$ cat config.mk
export PLATFORM = sky130hd
export DESIGN_NAME = cache_lru_arbiter
export DESIGN_NICKNAME = d
export VERILOG_FILES = /design/src/rtl/cache_lru_arbiter.sv
export SDC_FILE = /design/constraint.sdc
export NUM_CORES = 1
export LEC_CHECK = 0
export CAP_MARGIN = 20
export CORE_MARGIN = 3
export CORE_UTILIZATION = 29
export DETAILED_ROUTE_END_ITERATION = 16
export PLACE_DENSITY = 0.81
export SYNTH_ARGS = -nofsm -noshare
export SYNTH_HDL_FRONTEND = slang
export SYNTH_SLANG_ARGS = --single-unit
$ cat constraint.sdc
create_clock -name clk -period 1.6 [get_ports clk]
set_clock_uncertainty 0.1 [all_clocks]
set_input_delay 0.16 -clock clk [delete_from_list [all_inputs] [get_ports clk]]
set_output_delay 0.16 -clock clk [all_outputs]
set_load 0.03 [all_outputs]
$ cat src/rtl/cache_lru_arbiter.sv
// Fill/access/update arbiter in front of a per-cache pseudo-LRU tracker.
// Optional feature: define LRU_ARB_ANTI_STARVE_EN to force periodic access bubbles.
module cache_lru_arbiter #(
  parameter int NUM_REQ      = 4,
  parameter int NUM_SETS     = 64,
  parameter int NUM_WAYS     = 4,
  parameter int STARVE_LIMIT = 8,
  localparam int SET_W = (NUM_SETS > 1) ? $clog2(NUM_SETS) : 1,
  localparam int WAY_W = (NUM_WAYS > 1) ? $clog2(NUM_WAYS) : 1,
  localparam int ID_W  = $clog2(NUM_REQ)
) (
  input  logic                     clk,
  input  logic                     reset,
  input  logic [NUM_REQ-1:0]       fill_req,
  input  logic [NUM_REQ*SET_W-1:0] fill_req_set,
  output logic [NUM_REQ-1:0]       fill_gnt,
  output logic                     fill_done,
  output logic [ID_W-1:0]          fill_done_id,
  output logic [WAY_W-1:0]         fill_done_way,
  input  logic                     access_req,
  input  logic [SET_W-1:0]         access_req_set,
  output logic                     access_gnt,
  input  logic                     update_req,
  input  logic [WAY_W-1:0]         update_req_way,
  output logic                     protocol_err,
  output logic                     lru_fill_en,
  output logic [SET_W-1:0]         lru_fill_set,
  input  logic [WAY_W-1:0]         lru_fill_way,
  output logic                     lru_access_en,
  output logic [SET_W-1:0]         lru_access_set,
  output logic                     lru_update_en,
  output logic [WAY_W-1:0]         lru_update_way
);

  logic [ID_W-1:0] rr_ptr;
  logic [ID_W-1:0] win_id;
  logic            win_valid;
  logic            bubble;
  logic            was_access;

  // Round-robin search: walking offsets high to low leaves the nearest
  // requester at or after rr_ptr as the winner.
  always_comb begin
    int idx;
    win_valid = 1'b0;
    win_id    = '0;
    idx       = 0;
    for (int k = NUM_REQ - 1; k >= 0; k--) begin
      idx = int'(rr_ptr) + k;
      if (idx >= NUM_REQ) idx = idx - NUM_REQ;
      if (fill_req[idx]) begin
        win_valid = 1'b1;
        win_id    = ID_W'(idx);
      end
    end
  end

`ifdef LRU_ARB_ANTI_STARVE_EN
  logic [7:0] starve_cnt;

  assign bubble = access_req && (starve_cnt == 8'(STARVE_LIMIT));

  always_ff @(posedge clk) begin
    if (reset) begin
      starve_cnt <= '0;
    end else if (!access_req || access_gnt) begin
      starve_cnt <= '0;
    end else begin
      starve_cnt <= starve_cnt + 8'd1;
    end
  end
`else
  assign bubble = 1'b0;
`endif

  // NOTE: the combinational grants are masked by reset so nothing reaches the
  // LRU or a requester while the arbiter state is being cleared.
  always_comb begin
    lru_fill_en    = win_valid && !bubble && !reset;
    fill_gnt       = '0;
    if (lru_fill_en) fill_gnt[win_id] = 1'b1;
    lru_fill_set   = fill_req_set[win_id*SET_W +: SET_W];
    access_gnt     = access_req && !lru_fill_en && !reset;
    lru_access_en  = access_gnt;
    lru_access_set = access_req_set;
    lru_update_en  = update_req && was_access && !reset;
    lru_update_way = update_req_way;
    fill_done_way  = fill_done ? lru_fill_way : '0;
  end

  // NOTE: all state uses non-blocking assignments so every register samples
  // the pre-edge values of the others, regardless of statement order.
  always_ff @(posedge clk) begin
    if (reset) begin
      rr_ptr       <= '0;
      was_access   <= 1'b0;
      protocol_err <= 1'b0;
      fill_done    <= 1'b0;
      fill_done_id <= '0;
    end else begin
      if (lru_fill_en) begin
        rr_ptr       <= (win_id == ID_W'(NUM_REQ - 1)) ? '0 : win_id + 1'b1;
        fill_done_id <= win_id;
      end
      was_access <= access_gnt;
      fill_done  <= lru_fill_en;
      if (update_req && !was_access) protocol_err <= 1'b1;
    end
  end

endmodule

==> results of run 1 <==
[state kept, by name (all words and copies together), names as in the netlist]
name,flops
protocol_err,1
rr_ptr,2
fill_done_id,2
fill_done,1
was_access,1
[layer usage]
layer  GRT usage, %  part of all wire, %  routed length [um]  up-vias
met4          4.564                  1.9                  53        0
met2          29.48                   59                1678       27
met3          5.177                  4.9                 141        4
li1               -                    -                   -      397
met1          17.54                   34                 986      383
met5              0                    0                   0        -
[cells by family after synthesis]
kind of cell	Yosys count
AND/OR/NAND/NOR	23
multiplexers	18
buffers and inverters	17
AO/OA/AOI/OAI	12
flip-flops	7
XOR/XNOR	1
[final timing paths]
kind	startpoint	end	slack (ns)	cells past startpoint
min reg2reg	fill_done_id[0]	fill_done_id[0]	0.37	2
min	access_req_set[1]	lru_access_set[1]	0.22	0
max	rr_ptr[1]	lru_fill_set[2]	-0.41	7
max reg2reg	rr_ptr[1]	fill_done_id[1]	0.02	8
[timing repair]
action                     in CTS  in global routing
buffers inserted                1                  2
setup endpoints to repair      14                 13
gates resized for setup        23                 15
pin swaps                       2                  5
gates cloned                    0                  2
[final cells by class]
| class | instances | share of cell area [%] |
|---|---|---|
| clock buffers | 4 | 1.702 |
| inverters | 4 | 0.9724 |
| multi-input cells | 54 | 37.12 |
| flip-flops and latches | 7 | 9.400 |
| well taps | 27 | 2.188 |
| repair buffers | 74 | 48.62 |
[power groups by stage]
stage          Sequential [mW]  Combinational [mW]  Clock (mW)
4_1_cts                  0.210               0.812       0.169
3_5_place_dp             0.213               0.751           0
2_1_floorplan            0.233               0.477           0
3_3_place_gp             0.212               0.739           0
5_1_grt                  0.216               0.988       0.190
6_report                 0.214               0.944       0.164
[cells in the final DEF (no fill, tap or decap), types with 2 or more instances in the layout]
master	count
buf_4	21
mux2i_1	6
dfxtp_1	5
dlygate4sd2_1	4
clkbuf_16	2
nor2_1	7
a21oi_2	4
buf_6	10
clkbuf_4	3
mux2i_2	7
a21oi_1	3
clkdlybuf4s50_1	33
and2_1	3
nand2_1	2
inv_1	3
nor4_4	2
mux2i_4	5
buf_12	3
[through the flow]
| stage | util [%] | setup slack, ns | hold WS, ns | std cells | total power [mW] |
|---|---|---|---|---|---|
| floorplan | - | -0.1451 | 0.2006 | 78 | 0.7102 |
| global placement | 63.70 | -0.4841 | 0.2202 | 161 | 0.9513 |
| detailed placement | 63.70 | -0.5497 | 0.2202 | 161 | 0.9638 |
| CTS | 67.85 | -0.3893 | 0.2202 | 166 | 1.191 |
| global route | 74.16 | -0.5027 | 0.2200 | 170 | 1.394 |
| finish | 74.16 | -0.4118 | 0.2200 | 170 | 1.323 |
==> impl_metrics.ini, run 1 <==
[yosys]
synth_top_family_by_area = multiplexers
synth.net_count = 120
synth_top_area_share_pct = 26.42
avgSynthCellArea_um2 = 8.742
synthTopCellsByCount = 18 x mux2i_1, 9 x buf_4, 8 x nor2_1, 7 x a21oi_1, 7 x dfxtp_1
ys_types = 25
async_flop_share_pct = 0
yosys_most_used_dff = dfxtp_1
synth-compound-area-share_pct = 11.74
synth-simple-area-share_pct = 20.55
synth.area.mux_share_pct = 26.42
synth_edf_count = 0
synth_area_um2 = 681.9
synthTopCellsByArea = mux2i_1 26%, dfxtp_1 21%, buf_4 9.9%
synthMostInstantiatedCell = mux2i_1
synthXorXnorAreaFrac_pct = 1.284
synth_top_area_cell = mux2i_1
syn_inst = 78
synthAdderAreaFrac_pct = 0
yosysSeqAreaShare_pct = 20.55
synth_seq_cells = 7
yosys_warnings = 0

[power]
ir_drop_v = 0.0007910
power_frac_comb_pct = 71.4
cellPowerDensity_nw_per_um2 = 856.7
p_sw_uw = 512.2
power.leakage_nw = 0.6339
swShare_pct = 38.73
power_frac_clock_pct = 12.4
internal_power_uw = 810.5
pwr-share-seq_pct = 16.2

[routing]
vias_per_cell = 4.771
drt-initial-drc-count = 7
drc_errors = 0
routedWlPerCell_um = 16.82
vias = 811
wl_um = 2860
ant_nets = 0
drtPass1Iterations = 4

[final_layout]
multi_input_area_um2 = 573.1
drive_gt1_share_pct = 48.25
n_antenna_cell = 0
area_growth_pct = 126.4
nets = 186
fill_cells = 144
seq_area_um2 = 145.1
fin_area_um2 = 1544

[timing]
worst_pin_slew_ns = 0.3161
rsz0062_at_grt = yes
timing.final.max_slew_violations = 0
finalHoldViolations = 0
period_share_pct = 125.7
slew_headroom_pct = 78.86
fin_tns_setup_ns = -3.604
min_period_ns = 2.012
worst_slack_ns = -0.4118
fmax_mhz = 497.1
setup_viol = 10

[flow_run]
drv_cap = 0

[placed_design]
io_buffers = 53
place_hpwl_um = 1913
postPlaceCellArea_um2 = 1326
globalplace.congestion = 0.7151

[clocking]
cts-root-buf = clkbuf_4
postCtsHoldBufs = 0
clockBufferDepth = 2
numCtsBuffers = 3
clkTransAtPathRegs_ns = 0.05
h-tree-depth = 1
clkLatencyLatePin_ns = 0.26
tritoncts = done
clock_sinks = 7

[worst_setup_path]
cp_top_family = compound AO/OA/AOI/OAI gates
cp_data_arrival_time_ns = 1.75
critPathMaxStageDelay_ns = 0.33
critical_path_buf_inv_count = 2
crit_fanout = 6
worst-setup-path-type = reg -> out
cp_slowest_cell = dfxtp_2
cp-end-kind = output port
crit_path_start_kind = flop
worst_ep_required_time_ns = 1.34
path_cells = a21o_1 -> a21oi_2 -> o22a_2 -> buf_12 -> mux2i_2 -> mux2i_2 -> buf_4
critPathMostFrequentCell = mux2i_2

[global_route]
antenna_found_initial = 0
grt_max_degree = 13
overflow = 0
grt_pass1_wl_um = 3401
grt_pass1_vias = 775
grt_usage_pct = 16.12

[die]
dieArea_um2 = 2969
fp.coreArea_um2 = 2082
start_util_pct = 32.75
ios = 70
row_count = 16
die_w_um = 54.49
die_y_um = 54.49

[outcome]
violations = setup timing
outcome = finished with violations

[hold_path]
hold_path_class = in -> out
No activity file was read; power rests on OpenSTA's default activity.
==> inputs of run 2 (changes only) <==
--- a/config.mk
+++ b/config.mk
@@ -7,9 +7,10 @@
 export LEC_CHECK = 0
 export CAP_MARGIN = 20
 export CORE_MARGIN = 3
-export CORE_UTILIZATION = 29
+export CORE_UTILIZATION = 30
+export CTS_BUF_LIST = sky130_fd_sc_hd__clkbuf_4 sky130_fd_sc_hd__clkbuf_8
 export DETAILED_ROUTE_END_ITERATION = 16
-export PLACE_DENSITY = 0.81
+export PLACE_DENSITY = 0.83
 export SYNTH_ARGS = -nofsm -noshare
 export SYNTH_HDL_FRONTEND = slang
 export SYNTH_SLANG_ARGS = --single-unit
==> impl_metrics.ini, run 2 (synthesized netlist as in run 1, its figures left out) <==
[clocking]
clkLatencyLatePin_ns = 0.25
clockBufferDepth = 2
cts-root-buf = clkbuf_4
clkTransAtPathRegs_ns = 0.05
postCtsHoldBufs = 0
h-tree-depth = 1
numCtsBuffers = 3
clock_sinks = 7
tritoncts = done

[flow_run]
drv_cap = 0

[timing]
timing.final.max_slew_violations = 0
min_period_ns = 1.939
period_share_pct = 121.2
slew_headroom_pct = 77.37
fmax_mhz = 515.8
worst_slack_ns = -0.3386
rsz0062_at_grt = yes
finalHoldViolations = 0
worst_pin_slew_ns = 0.3384
setup_viol = 11

[global_route]
grt_pass1_wl_um = 3567
grt_usage_pct = 16.93
antenna_found_initial = 0
grt_pass1_vias = 827
grt_max_degree = 13
overflow = 0

[power]
pwr-share-seq_pct = 16.1
ir_drop_v = 0.0007942
cellPowerDensity_nw_per_um2 = 846.6
power_frac_clock_pct = 13.2
power.leakage_nw = 0.6270
power_mw = 1.302
internal_power_uw = 807.4
swShare_pct = 37.98
p_sw_uw = 494.4
power_frac_comb_pct = 70.7

[final_layout]
final_common_cell = clkdlybuf4s50_1
drive_gt1_share_pct = 50.35
n_antenna_cell = 0
reg_top3 = fill_done_id (2), rr_ptr (2)
layout_common_cells = 33 x clkdlybuf4s50_1, 21 x buf_4, 12 x buf_6, 10 x mux2i_2, 7 x nor2_1
area_growth_pct = 125.5
nets = 186
fill_cells = 152
fin_cells = 170

[worst_setup_path]
crit_path_start_kind = flop
critPathMaxStageDelay_ns = 0.32
crit_fanout = 6
cp_slowest_cell = dfxtp_2
worst-setup-path-type = reg -> out
cp_top_family = compound AO/OA/AOI/OAI gates
critical_path_buf_inv_count = 2
reg2regPathDepth = 7
worst_ep_required_time_ns = 1.34
cp-end-kind = output port
reg2reg_to = rr_ptr[1]
cp_data_arrival_time_ns = 1.68
r2r_slack_ns = -0.04
r2r_start = rr_ptr[0]
path_cells = a21o_1 -> a21oi_2 -> o22a_4 -> buf_8 -> mux2i_4 -> mux2i_2 -> buf_6

[die]
fp.coreArea_um2 = 2062
die_y_um = 53.68
ios = 70
dieArea_um2 = 2881
row_count = 16
start_util_pct = 33.07
die_w_um = 53.68

[hold_path]
hold_end = lru_access_set[0]
hp-start = access_req_set[0]
min_path_cells = 0
hold_path_class = in -> out

[routing]
wl_um = 2415
ant_nets = 0
vias = 807
vias_per_cell = 4.747
routedWlPerCell_um = 14.21
drt-initial-drc-count = 21
drtPass1Iterations = 4
drc_errors = 0

[outcome]
violations = setup timing
outcome = finished with violations

[placed_design]
dp.cells = 163
io_buffers = 53
place_hpwl_um = 1855
globalplace.congestion = 0.7332
## run 2: changes by cell type in the layout (fill, tap and decap cells not counted), sizes merged
cell and change:
buf +2, clkbuf -2
## run 2: timing repair
action	4_1_cts	5_1_grt
setup buffers	2	1
endpoints found under the setup margin	14	13
gates resized for setup	29	19
pin swaps	2	4
## run 2: power by group through the flow
stage / clock (mW) / sequential [mW] / combinational, mW
global placement: 0 / 0.211 / 0.727
detailed placement: 0 / 0.212 / 0.741
CTS: 0.178 / 0.209 / 0.836
finish: 0.172 / 0.210 / 0.920
floorplan: 0 / 0.233 / 0.477
global route: 0.193 / 0.211 / 0.966
## run 2: how the worst max path moves through the flow
stage                            from              end  slack [ns]  cells after the start
after floorplan             rr_ptr[0]  lru_fill_set[1]       -0.15                      5
after global placement    fill_req[0]  lru_fill_set[5]       -0.45                      8
after detailed placement  fill_req[0]  lru_fill_set[2]       -0.54                      8
after CTS                   rr_ptr[1]  lru_fill_set[2]       -0.34                      7
after global routing        rr_ptr[1]  lru_fill_set[5]       -0.44                      7
final                       rr_ptr[1]  lru_fill_set[2]       -0.34                      7
## run 2: final cells by class
type,instances,area [um^2],area share (%)
clock buffers,4,30.03,1.953
inverters,4,15.01,0.9764
multi-input cells,54,603.1,39.22
flip-flops and latches,7,142.6,9.276
well taps,27,33.78,2.197
repair buffers,74,713.2,46.38
## run 2: through the flow
step                area [um^2]  util (%)  hold slack (ns)  TNS (ns)  setup WS (ns)
finish                     1538     74.58           0.2200    -2.947        -0.3386
global route               1538     74.58           0.2200    -3.961        -0.4416
detailed placement         1316     63.83           0.2202    -6.277        -0.5430
CTS                        1449     70.27           0.2202    -3.015        -0.3427
floorplan                 759.5         -           0.2006   -0.8977        -0.1451
global placement           1316     63.83           0.2202    -5.431        -0.4543
## run 2: routing by layer
layer / wire length, um / GRT usage (%)
met1: 760 / 16.58
met2: 1490 / 35.08
met5: 0 / 0
met4: 0 / 2.553
met3: 165 / 4.155
==> inputs of run 3 (changes only) <==
--- a/config.mk
+++ b/config.mk
@@ -11,6 +11,7 @@
 export CTS_BUF_LIST = sky130_fd_sc_hd__clkbuf_4 sky130_fd_sc_hd__clkbuf_8
 export DETAILED_ROUTE_END_ITERATION = 16
 export PLACE_DENSITY = 0.83
+export SKIP_LAST_GASP = 1
 export SYNTH_ARGS = -nofsm -noshare
 export SYNTH_HDL_FRONTEND = slang
 export SYNTH_SLANG_ARGS = --single-unit
==> impl_metrics.ini, run 3 (synthesized netlist as in run 1, its figures left out) <==
[outcome]
outcome = finished with violations
violations = setup timing

[die]
die_w_um = 53.68
fp.coreArea_um2 = 2062
ios = 70
row_count = 16
start_util_pct = 33.07
dieArea_um2 = 2881
die_y_um = 53.68

[worst_setup_path]
cp_slowest_cell = dfxtp_2
reg2regPathDepth = 7
path_cells = a21o_1 -> a21oi_2 -> o22a_4 -> buf_8 -> mux2i_4 -> mux2i_2 -> buf_6
crit_fanout = 6
worst_ep_required_time_ns = 1.34
worst-setup-path-type = reg -> out
reg2reg_to = rr_ptr[1]
cp_data_arrival_time_ns = 1.68
cp-end-kind = output port
r2r_slack_ns = -0.03
critPathMaxStageDelay_ns = 0.32
r2r_start = rr_ptr[0]
crit_path_start_kind = flop

[routing]
routedWlPerCell_um = 14.13
drt-initial-drc-count = 21
vias_per_cell = 4.729
ant_nets = 0
wl_met1_um = 754
drtPass1Iterations = 4
top_layer_used = met3
route.met2.wl_um = 1480
drc_errors = 0
vias = 804
wl_met3_um = 167
wl_um = 2402

[timing]
finalHoldViolations = 0
setup_viol = 11
min_period_ns = 1.939
period_share_pct = 121.2
slew_headroom_pct = 77.37
worst_slack_ns = -0.3391
timing.final.max_slew_violations = 0
worst_pin_slew_ns = 0.3384
fmax_mhz = 515.7
rsz0062_at_grt = yes
fin_tns_setup_ns = -3.012

[clocking]
clock_sinks = 7
numCtsBuffers = 3
h-tree-depth = 1
postCtsHoldBufs = 0
clockBufferDepth = 2
clkLatencyLatePin_ns = 0.25
cts-root-buf = clkbuf_4
clkTransAtPathRegs_ns = 0.05
tritoncts = done

[power]
ir_drop_v = 0.0007913
cellPowerDensity_nw_per_um2 = 844.4
power.leakage_nw = 0.6188

[final_layout]
fill_cells = 156
final_common_cell = clkdlybuf4s50_1
n_antenna_cell = 0
area_growth_pct = 122.2
nets = 186
reg_top3 = fill_done_id (2), rr_ptr (2)
seq_area_um2 = 142.6
multi_input_area_um2 = 591.8
layout_common_cells = 33 x clkdlybuf4s50_1, 24 x buf_4, 10 x mux2i_2, 9 x buf_6, 7 x nor2_1
fin_cells = 170
drive_gt1_share_pct = 48.95

[global_route]
antenna_found_initial = 0
overflow = 0
grt_max_degree = 13
grt_usage_pct = 16.58
grt_pass1_vias = 813
grt_pass1_wl_um = 3484

[flow_run]
drv_cap = 0

[placed_design]
place_ws_ns = -0.5430
place_hpwl_um = 1855
io_buffers = 53
globalplace.congestion = 0.7332
dp.cells = 163

[hold_path]
hold_end = lru_access_set[0]
hold_path_class = in -> out
min_path_cells = 0
hp-start = access_req_set[0]
run 3: what timing repair did:
item,CTS,global route
resized for setup,24,18
buffers inserted,2,1
gates cloned,0,0
pin swaps,2,4
setup endpoints to repair,14,13
run 3: how the worst max path moves through the flow:
stage	from	to	slack [ns]	cells past startpoint
floorplan	rr_ptr[0]	lru_fill_set[1]	-0.15	5
finish	rr_ptr[1]	lru_fill_set[2]	-0.34	7
global placement	fill_req[0]	lru_fill_set[5]	-0.45	8
CTS	rr_ptr[0]	lru_fill_set[3]	-0.34	6
global route	rr_ptr[1]	lru_fill_set[5]	-0.44	7
detailed placement	fill_req[0]	lru_fill_set[2]	-0.54	8
run 3: worst max-delay path: cells and delay by family (launching register included):
kind	cells	cell delay, ns
AOI/OAI and AO/OA	3	0.49
muxes	2	0.34
DFF	1	0.32
buffers and inverters	2	0.28
run 3: per-layer routing:
metal | up-vias | GRT usage (%)
li1 | 397 | -
met1 | 381 | 16.08
met2 | 26 | 34.48
met3 | 0 | 4.155
met4 | 0 | 2.553
met5 | - | 0
run 3: through the flow:
stage | util, % | total power [mW] | hold WS, ns | instance area, um^2
floorplan | - | 0.7102 | 0.2006 | 759.5
CTS | 69.42 | 1.207 | 0.2202 | 1431
detailed placement | 63.83 | 0.9531 | 0.2202 | 1316
finish | 73.48 | 1.279 | 0.2200 | 1515
global placement | 63.83 | 0.9377 | 0.2202 | 1316
global route | 73.48 | 1.345 | 0.2200 | 1515
run 3: area by class of cell:
| cell class | count | area share (%) |
|---|---|---|
| clock buffers | 4 | 1.982 |
| inverters | 4 | 0.9909 |
| multi-input cells | 54 | 39.06 |
| flip-flops and latches | 7 | 9.414 |
| well taps | 27 | 2.230 |
| repair buffers | 74 | 46.33 |
run 3: where the power goes:
| group | switching [mW] | total (mW) | leakage [nW] | internal [mW] |
|---|---|---|---|---|
| clock network | 0.0606 | 0.172 | 0.0184 | 0.112 |
| logic | 0.413 | 0.898 | 0.542 | 0.485 |
| registers | 0.0123 | 0.209 | 0.0586 | 0.197 |
| total | 0.486 | 1.28 | 0.619 | 0.794 |
==> edit (flow settings as in run 2) <==
Set the parameter `NUM_SETS` to 256 (it was 64).
--- a/src/rtl/cache_lru_arbiter.sv
+++ b/src/rtl/cache_lru_arbiter.sv
@@ -3,5 +3,5 @@
 module cache_lru_arbiter #(
   parameter int NUM_REQ      = 4,
-  parameter int NUM_SETS     = 64,
+  parameter int NUM_SETS     = 256,
   parameter int NUM_WAYS     = 4,
   parameter int STARVE_LIMIT = 8,
Interface: changed (resized access_req_set, fill_req_set, lru_access_set and lru_fill_set); port bits go from 70 to 84. No check against the original RTL was run, so the function may have changed too.
==> edit against run 2 <==
The run still ends with negative setup slack left; synthesized area rose by 15%; global-route usage rose by 5.8 points; sequential share of layout area fell by 1.6 points; non-clock buffer count rose by 4; critical path type unchanged; final area rose by 23%; critical path depth did not move; sequential cell count did not move; power rose by 31%; worst setup slack got worse by 0.098 ns; wire length rose by 42%; sequential power rose by 2%.
==> edit: results (changes against run 2) <==
[run_status]
status=finished with violations  ; unchanged
violations=negative setup slack  ; unchanged

[logic_synthesis]
syn_nets=136  ; was 120
ys_types=24  ; was 25
syn_avg_cell_area_um2=9.44  ; was 8.74 um^2
synth_top_area_share_pct=31.9  ; was 26.4%
synthTopCellsByArea=mux2i_1 32%, dfxtp_1 18%, buf_4 11%, and3b_1 4.5%, and2_1 3.2%  ; was mux2i_1 26%, dfxtp_1 21%, buf_4 9.9%, a21oi_1 5.1%, nor2_1 4.4%
synth_common_cells=25 x mux2i_1, 11 x buf_4, 7 x dfxtp_1  ; was 18 x mux2i_1, 9 x buf_4, 8 x nor2_1

[placement]
dpl.hpwl_mm=1.95  ; was 1.85 mm
dpl-instance-area_mm2=0.00150  ; was 0.00132 mm^2
port_buffers=63  ; was 53
gp_congestion=0.712  ; was 0.733
pre_cts_ws_ns=-0.642  ; was -0.543 ns
dpl.cell_count=167  ; was 163

[cells_and_area]
buf_share_pct=43.8  ; was 46.4%
multi_input_area_share_pct=44.2  ; was 39.2%
nFillCells=120  ; was 152
sh_seq_area_pct=7.67  ; was 9.28%
inverters=4  ; unchanged
multi_input_area_um2=837  ; was 603 um^2
n_all_buffers=78  ; was 74
fin_util_pct=80.9  ; was 74.6%
nNetsFinal=204  ; was 186

[route]
wl_met2_mm=1.74  ; was 1.49 mm
met1Wirelength_mm=1.22  ; was 760 um
finalWirelength_mm=3.43  ; was 2.42 mm
highest_layer=met4  ; was met3
met3_wirelength_um=374  ; was 165 um
first_iter_violations=15  ; was 21
avgViaCountPerCell=5.12  ; was 4.75

[clock_tree]
cts_setup_buffers=6  ; was 2
clk_latency_ns=0.27  ; was 0.25 ns
cts-resized-gates=62  ; was 29

[critical_path]
r2r_cells=8  ; was 7
rrSetupSlack_ns=-0.13  ; was -0.04 ns
critPathArrivalTime_ns=1.78  ; was 1.68 ns
crit_end=lru_fill_set[3]  ; was lru_fill_set[2]

[timing]
fin_ws_ns=-0.437  ; was -0.339 ns
worst_slew_margin_rel_pct=78.5  ; was 77.4%
setup_viol=13  ; was 11
setup_tns_ns=-4.96  ; was -2.95 ns

[pwr]
p_comb_share_pct=76.0  ; was 70.7%
p_sw_uw=688  ; was 494 uW
irDropWorstVdd_uv=892  ; was 794 uV
p_leak_nw=0.720  ; was 0.627 nW
p_clk_uw=195  ; was 172 uW
internal_power_mw=1.02  ; was 807 uW

[grt]
grt_util_all_layers_pct=22.7  ; was 16.9%
grt_pass1_wl_mm=5.49  ; was 3.57 mm
grtUsageMet3_pct=9.28  ; was 4.16%
first_global_vias=1040  ; was 827
grt_max_degree=11  ; was 13

==> edit: cell types whose count changed in the layout (fill, tap and decap cells not counted), sizes merged, moves of 2 or more <==
cell and change:
nand2 -2, clkdlybuf4s15 +2, dlygate4sd2 -2, buf -4, nor3b -2, mux2i +7
a21oi -2, and3b +4, clkdlybuf4s50 +8, nor2b +2
==> edit: logic make-up (layout without fill, tap and decap cells) <==
group           count (synthesis)  after routing  synth area share, %
simple gates                   21             21                 20.0
compound gates                 10             10                 10.2
buf+inv                        19             86                 18.4
mux                            25             25                 31.9
fa+ha+maj                       1              1                 1.60
flops                           7              7                 17.9
==> edit: worst min-delay path by stage <==
stage          cells after the start               from                   end
6_report                           0  update_req_way[0]     lru_update_way[0]
5_1_grt                            0  access_req_set[2]     lru_access_set[2]
4_1_cts                            0  access_req_set[0]     lru_access_set[0]
3_5_place_dp                       0  access_req_set[0]     lru_access_set[0]
3_3_place_gp                       0  access_req_set[0]     lru_access_set[0]
2_1_floorplan                      2        fill_req[2]  fill_done$_SDFF_PP0_
